[src/rtl/uart_pkt_tx.sv]
// uart_pkt_tx: serializes a 24-bit command into MSB-first bytes for a UART transmitter.
//   clk, rst_n         clock, asynchronous active-low reset
//   snd_cmd, cmd[23:0] one-cycle start strobe and packet payload
//   tx_done            level done flag from the transmitter (paced on its rising edge)
//   trmt, tx_data[7:0] one-cycle frame start pulse and registered byte
//   busy, cmd_sent     packet in flight / packet complete
//   UART_PKT_CHKSUM_EN appends ~(sum of data bytes) as a trailing byte
module uart_pkt_tx #(
  parameter int NUM_BYTES = 3
) (
  input  logic        clk,
  input  logic        rst_n,
  input  logic        snd_cmd,
  input  logic [23:0] cmd,
  input  logic        tx_done,
  output logic        trmt,
  output logic [7:0]  tx_data,
  output logic        busy,
  output logic        cmd_sent
);
  typedef enum logic [1:0] {IDLE, LOAD, WAIT} state_t;
`ifdef UART_PKT_CHKSUM_EN
  localparam int N = NUM_BYTES + 1;
`else
  localparam int N = NUM_BYTES;
`endif
  localparam logic [1:0]  LAST = 2'(N - 1);
  localparam logic [31:0] MASK = ~(32'hFFFF_FFFF >> (8 * NUM_BYTES));
  state_t      r_state, w_next_state;
  logic [31:0] r_pkt, w_data, w_load;
  logic [7:0]  r_tx_data;
  logic [1:0]  r_byte_cnt;
  logic        r_tx_done_q, r_cmd_sent, w_done_rise, w_start, w_adv, w_fin;
  assign w_data = {cmd, 8'h00} & MASK;
`ifdef UART_PKT_CHKSUM_EN
  logic [7:0] w_chk;
  // unused byte lanes are masked to zero, so summing all three is safe for any NUM_BYTES
  assign w_chk  = ~(w_data[31:24] + w_data[23:16] + w_data[15:8]);
  assign w_load = w_data | ({24'h0, w_chk} << (8 * (3 - NUM_BYTES)));
`else
  assign w_load = w_data;
`endif
  // a stale high tx_done never advances the FSM; only its rising edge does
  assign w_done_rise = tx_done & ~r_tx_done_q;
  assign w_start     = (r_state == IDLE) & snd_cmd;
  assign w_adv       = (r_state == WAIT) & w_done_rise & (r_byte_cnt != LAST);
  assign w_fin       = (r_state == WAIT) & w_done_rise & (r_byte_cnt == LAST);
  assign trmt        = r_state == LOAD;
  assign busy        = r_state != IDLE;
  assign tx_data     = r_tx_data;
  assign cmd_sent    = r_cmd_sent;
  always_ff @(posedge clk or negedge rst_n)
    if (!rst_n) r_state <= IDLE;
    else r_state <= w_next_state;
  always_comb begin
    w_next_state = r_state;
    case (r_state)
      IDLE:    w_next_state = snd_cmd ? LOAD : IDLE;
      LOAD:    w_next_state = WAIT;
      WAIT:    w_next_state = w_fin ? IDLE : (w_adv ? LOAD : WAIT);
      default: w_next_state = IDLE;
    endcase
  end
  // the byte is loaded on the edge that enters LOAD, so it is valid for the whole trmt cycle
  always_ff @(posedge clk or negedge rst_n)
    if (!rst_n) begin
      r_tx_done_q <= 1'b0;
      r_tx_data   <= 8'h00;
      r_pkt       <= 32'h0;
      r_byte_cnt  <= 2'd0;
      r_cmd_sent  <= 1'b0;
    end else begin
      r_tx_done_q <= tx_done;
      if (w_start) begin
        r_tx_data  <= w_load[31:24];
        r_pkt      <= w_load << 8;
        r_byte_cnt <= 2'd0;
        r_cmd_sent <= 1'b0;
      end else if (w_adv) begin
        r_tx_data  <= r_pkt[31:24];
        r_pkt      <= r_pkt << 8;
        r_byte_cnt <= r_byte_cnt + 2'd1;
      end else if (w_fin) r_cmd_sent <= 1'b1;
    end
endmodule

[config.mk]
export PLATFORM = sky130hd
export DESIGN_NAME = uart_pkt_tx
export DESIGN_NICKNAME = d
export VERILOG_FILES = /design/src/rtl/uart_pkt_tx.sv
export SDC_FILE = /design/constraint.sdc
export NUM_CORES = 1
export LEC_CHECK = 0
export ABC_AREA = 1
export BUFFER_PORTS_ARGS = -buffer_cell sky130_fd_sc_hd__buf_4
export CORE_ASPECT_RATIO = 1.75
export CORE_UTILIZATION = 52
export CTS_CLUSTER_SIZE = 14
export DETAILED_ROUTE_END_ITERATION = 6
export PLACE_DENSITY_LB_ADDON = 0.15
export SKIP_CTS_REPAIR_TIMING = 1
export SLEW_MARGIN = 20
export SYNTH_ARGS = -nofsm -noshare
export SYNTH_HDL_FRONTEND = slang
export SYNTH_SLANG_ARGS = --single-unit
[constraint.sdc]
create_clock -name clk -period 1.5 [get_ports clk]
set_input_delay 0.15 -clock clk [delete_from_list [all_inputs] [get_ports clk]]
set_output_delay 0.15 -clock clk [all_outputs]
set_load 0.005 [all_outputs]
### Yosys cells after proc, flatten, opt, wreduce, memory -nomap -nowiden

Index checks and enable logic that the tools add are counted.

* add/sub/neg operators: 1
* equality and inequality tests: 5
* multiplexer cells: 13
* bitwise gates (word level): 6
* reduce and logical (&&, ||, !) cells: 5

Operators by type and width (number)
* $mux W32: 2
* $mux W8: 2
* $mux W2: 4
* $pmux W2 S3: 1
* $reduce_bool A2 Y1: 3
* $and A1 B1 Y1: 5
* $eq A2 B2 Y1 const B: 2
* $mux W1: 4
* $ne A2 B2 Y1 const B: 2
* $add A2 B1 Y2 const B: 1
* $eq A2 B1 Y1 const B: 1
* $logic_not A2 Y1: 1
* $reduce_and A2 Y1: 1
* $not A1 Y1: 1

* register bits: 46
* output and inout bits: 11

### Longest topological paths before layout

* depth in word-level cells: 7
* mapped depth: 8
* depth with buffers taken out: 7

### Least setup slack after synthesis

OpenSTA, ideal clock, no wires.

* kind: reg-to-reg
* start: register r_byte_cnt[0]
* end: register r_pkt[30]
* library setup time: 0.116 ns
* arrival: 1.106 ns
* data required time: 1.384 ns
* slack: 0.278 ns
* stages on the path, launching flop included: 8
* buffers on the path: 1
* cells stage by stage: dfrtp_1 inv_1 ha_1 inv_1 nand3_4 buf_2 nand3_1 nand2_1

* longest elaborated chain between the ends: 3

Ends and longest elaborated chain
* start, declared: line 32 `logic [1:0] r_byte_cnt;`
* start signal, assigned: line 82 `r_byte_cnt <= r_byte_cnt + 2'd1;`
* $ne A2 B2 Y1: line 46 `assign w_adv = (r_state == WAIT) & w_done_rise & (r_byte_cnt != LAST);`
* $and A1 B1 Y1: line 46
* $reduce_bool A2 Y1 (no source line)
* end signal, assigned: line 76 `r_pkt <= w_load << 8;`
* end signal, assigned: line 81 `r_pkt <= r_pkt << 8;`
* end, declared: line 30 `logic [31:0] r_pkt, w_data, w_load;`

Every way passes these cells.
A chain may end at the register's enable or synchronous reset.

### Final worst setup path

* start: register r_state[1]
* end: output busy

* longest elaborated chain between the ends: 1

Ends and longest elaborated chain
* start, declared: line 29 `state_t r_state, w_next_state;`
* start signal, assigned: line 54 `else r_state <= w_next_state;`
* $reduce_bool A2 Y1: line 49 `assign busy = r_state != IDLE;`
* end, declared: line 18 `output logic busy,`

Every way passes these cells.

==> qor.yml <==
status: "finished, final reports clean"
hold_class: "primary input to flip-flop"
fin_ws_ns: 0.0921
power_mw: 3.52
cts_buffer_depth: 2
postRouteAntennaNets: 0
dp_cells: 250
via_per_inst: 5.30
synth_cell_types: 18
skew_ns: 0.0140
clkSlewWorstSetupHoldPaths_ns: 0.06
fillers: 224
regArea_um2: 751
htree_levels: 2
drive_gt1_share_pct: 26.0
num_vias: 1389
pwr-share-comb_pct: 39.9
use_met2_pct: 40.2
worstRegToRegCells: 5
grt_use_met3_pct: 5.94
gp_congestion: 0.769
min_from: "cmd[1]"
syn_to_final_growth_pct: 30.1
ys_ff_latch: 30
pre_cts_ws_ns: 0.0417
yosysWarnings: 0
cts_tree: "yes"
cts-root-buf: "clkbuf_8"
syn_nets: 218
grt_pass1_wl_um: 5110
grt_max_degree: 31
portBuffers: 38
rows: 25
slew_viol_final: 0
fmax_mhz: 710
grt_setup_unrepaired: "false"
critPathRequiredTime_ns: 1.35
critPathKind: "flip-flop to primary output"
cpPeakStageDelay_ns: 0.44
diodes: 0
fin_crit_sh_pct: 93.9
drv_cap: 0
p_leak_nw: 1.10
die_w_um: 42.6
grt-busiest-layer: "met2"
numCtsBuffers: 5
cts.sinks: 30
power_density_nw_per_um2: 1810
drt_wl_total_um: 3170
grt-ovfl-total: 0
start_util_pct: 55.0
synth_top_area_share_pct: 50.1
p_clk_share_pct: 22.7
multiInputGateArea_um2: 659
slew-limit-headroom_pct: 70.1
cp_cell_sequence: "nor2_4 > buf_6 > inv_1 > buf_4"
final_cell_mix: "nand2_1, buf_4, nand3_1"
die-area_um2: 3110
ios: 39
startpoint_type: "flip-flop"
internal-power_mw: 2.23
final_common_cell: "nand2_1"
hold_viol_final: 0
crit_start: "r_state[1]"
path_max_fanout: 17
fin_hold_ws_ns: 0.0688
dp_hpwl_um: 2140
drc: 0
hold_depth: 3
reg2reg_slack_ns: 0.12
wl_per_cell_um: 12.1
ir_drop_uv: 1590
critPathSlowestCell: "dfrtp_1"
tns_ns: 0
worst_slew_pin_slew_ns: 0.447
p_seq_share_pct: 37.5
layoutNonFillerInstCount: 262
setup_viol: 0
core_area_um2: 2720
synthesis.area_um2: 1500
antenna_found_initial: 0
yosys.area.top_type: "dfrtp_1"
track_usage_pct: 22.2
period_minus_slack_ns: 1.41
timing.rr.end: "r_pkt[16]"
die_h_um: 73.0
syn_inst: 189
endpoint_kind: "primary output"
drtPass1Iterations: 4
synth_area_leaders: "dfrtp_1, nand2_1, nand3_1"
synth.avg_cell_area_um2: 7.92
arrival_ns: 1.26
grtUsageMet1_pct: 23.0
r2r-start: "r_tx_done_q"
p_sw_share_pct: 36.6
clk_latency_ns: 0.29
critPathCapture: "busy"
drtIter0Drc: 24
seq_area_frac_synth_pct: 50.1
grt_pass1_vias: 1239
final_nets: 263
switchingPower_mw: 1.29
## final cells by class
class	count	share of cell area, %
Clock buffer	5	3.53
Clock inverter	3	2.06
Inverter	9	1.73
Multi-Input combinational cell	141	33.8
Sequential cell	30	38.5
Tap cell	27	1.73
Timing Repair Buffer	47	18.6
## worst min path at each step
stage / end
finish: r_pkt[17]
global route: r_pkt[22]
CTS: r_state[0]
detailed placement: r_state[1]
global placement: tx_data[5]
floorplan: cmd_sent
## logic make-up (layout without fill, tap and decap cells)
logic type | after synthesis | in the layout | synth area share (%)
AND/OR/NAND/NOR | 137 | 138 | 41.1
flip-flops | 30 | 30 | 50.1
buffers and inverters | 19 | 64 | 7.10
AO/OA/AOI/OAI | 2 | 2 | 0.835
adder cells (fa/ha/maj) | 1 | 1 | 0.835
## power by group through the flow
stage	Combinational (mW)	Sequential (mW)	Clock, mW
floorplan	0.962	1.30	0
global placement	1.29	1.32	0
detailed placement	1.35	1.33	0
CTS	1.36	1.32	0.812
global route	1.60	1.36	0.841
finish	1.40	1.32	0.798
## registers in the layout, summed over array words and instances (netlist names)
signal	flops
tx_data	8
r_tx_done_q	1
cmd_sent	1
r_byte_cnt	2
r_pkt	16
r_state	2
## cell usage after synthesis
cell type and number:
nand2_1 85, nand3_1 43, dfrtp_1 30, inv_1 7, buf_2 4, buf_6 3, nor2_1 3, buf_4 2
nand2_4 2, nor2_4 2, a21oi_1 1, clkbuf_1 1, clkinv_1 1, ha_1 1, inv_2 1, nand3_4 1
nand3b_1 1, o21bai_1 1
## through the flow
stage,area [um^2],utilization [%]
after global placement,1790,65.7
after floorplan,1500,-
after detailed placement,1790,65.7
final,1950,71.6
after global routing,1950,71.6
after CTS,1900,69.7
## per-layer routing
layer	vias up	routed length [um]	share of wire, %
met5	-	0	0
met4	0	78	2.5
met3	9	188	5.9
met2	50	1720	54
met1	634	1190	37
li1	696	-	-
## critical path, delay by kind of cell, from the launching register on
family / cells / cell delay (ns)
simple gates: 1 / 0.16
flops: 1 / 0.44
buf+inv: 3 / 0.37
(Power assumes the default switching activity.)
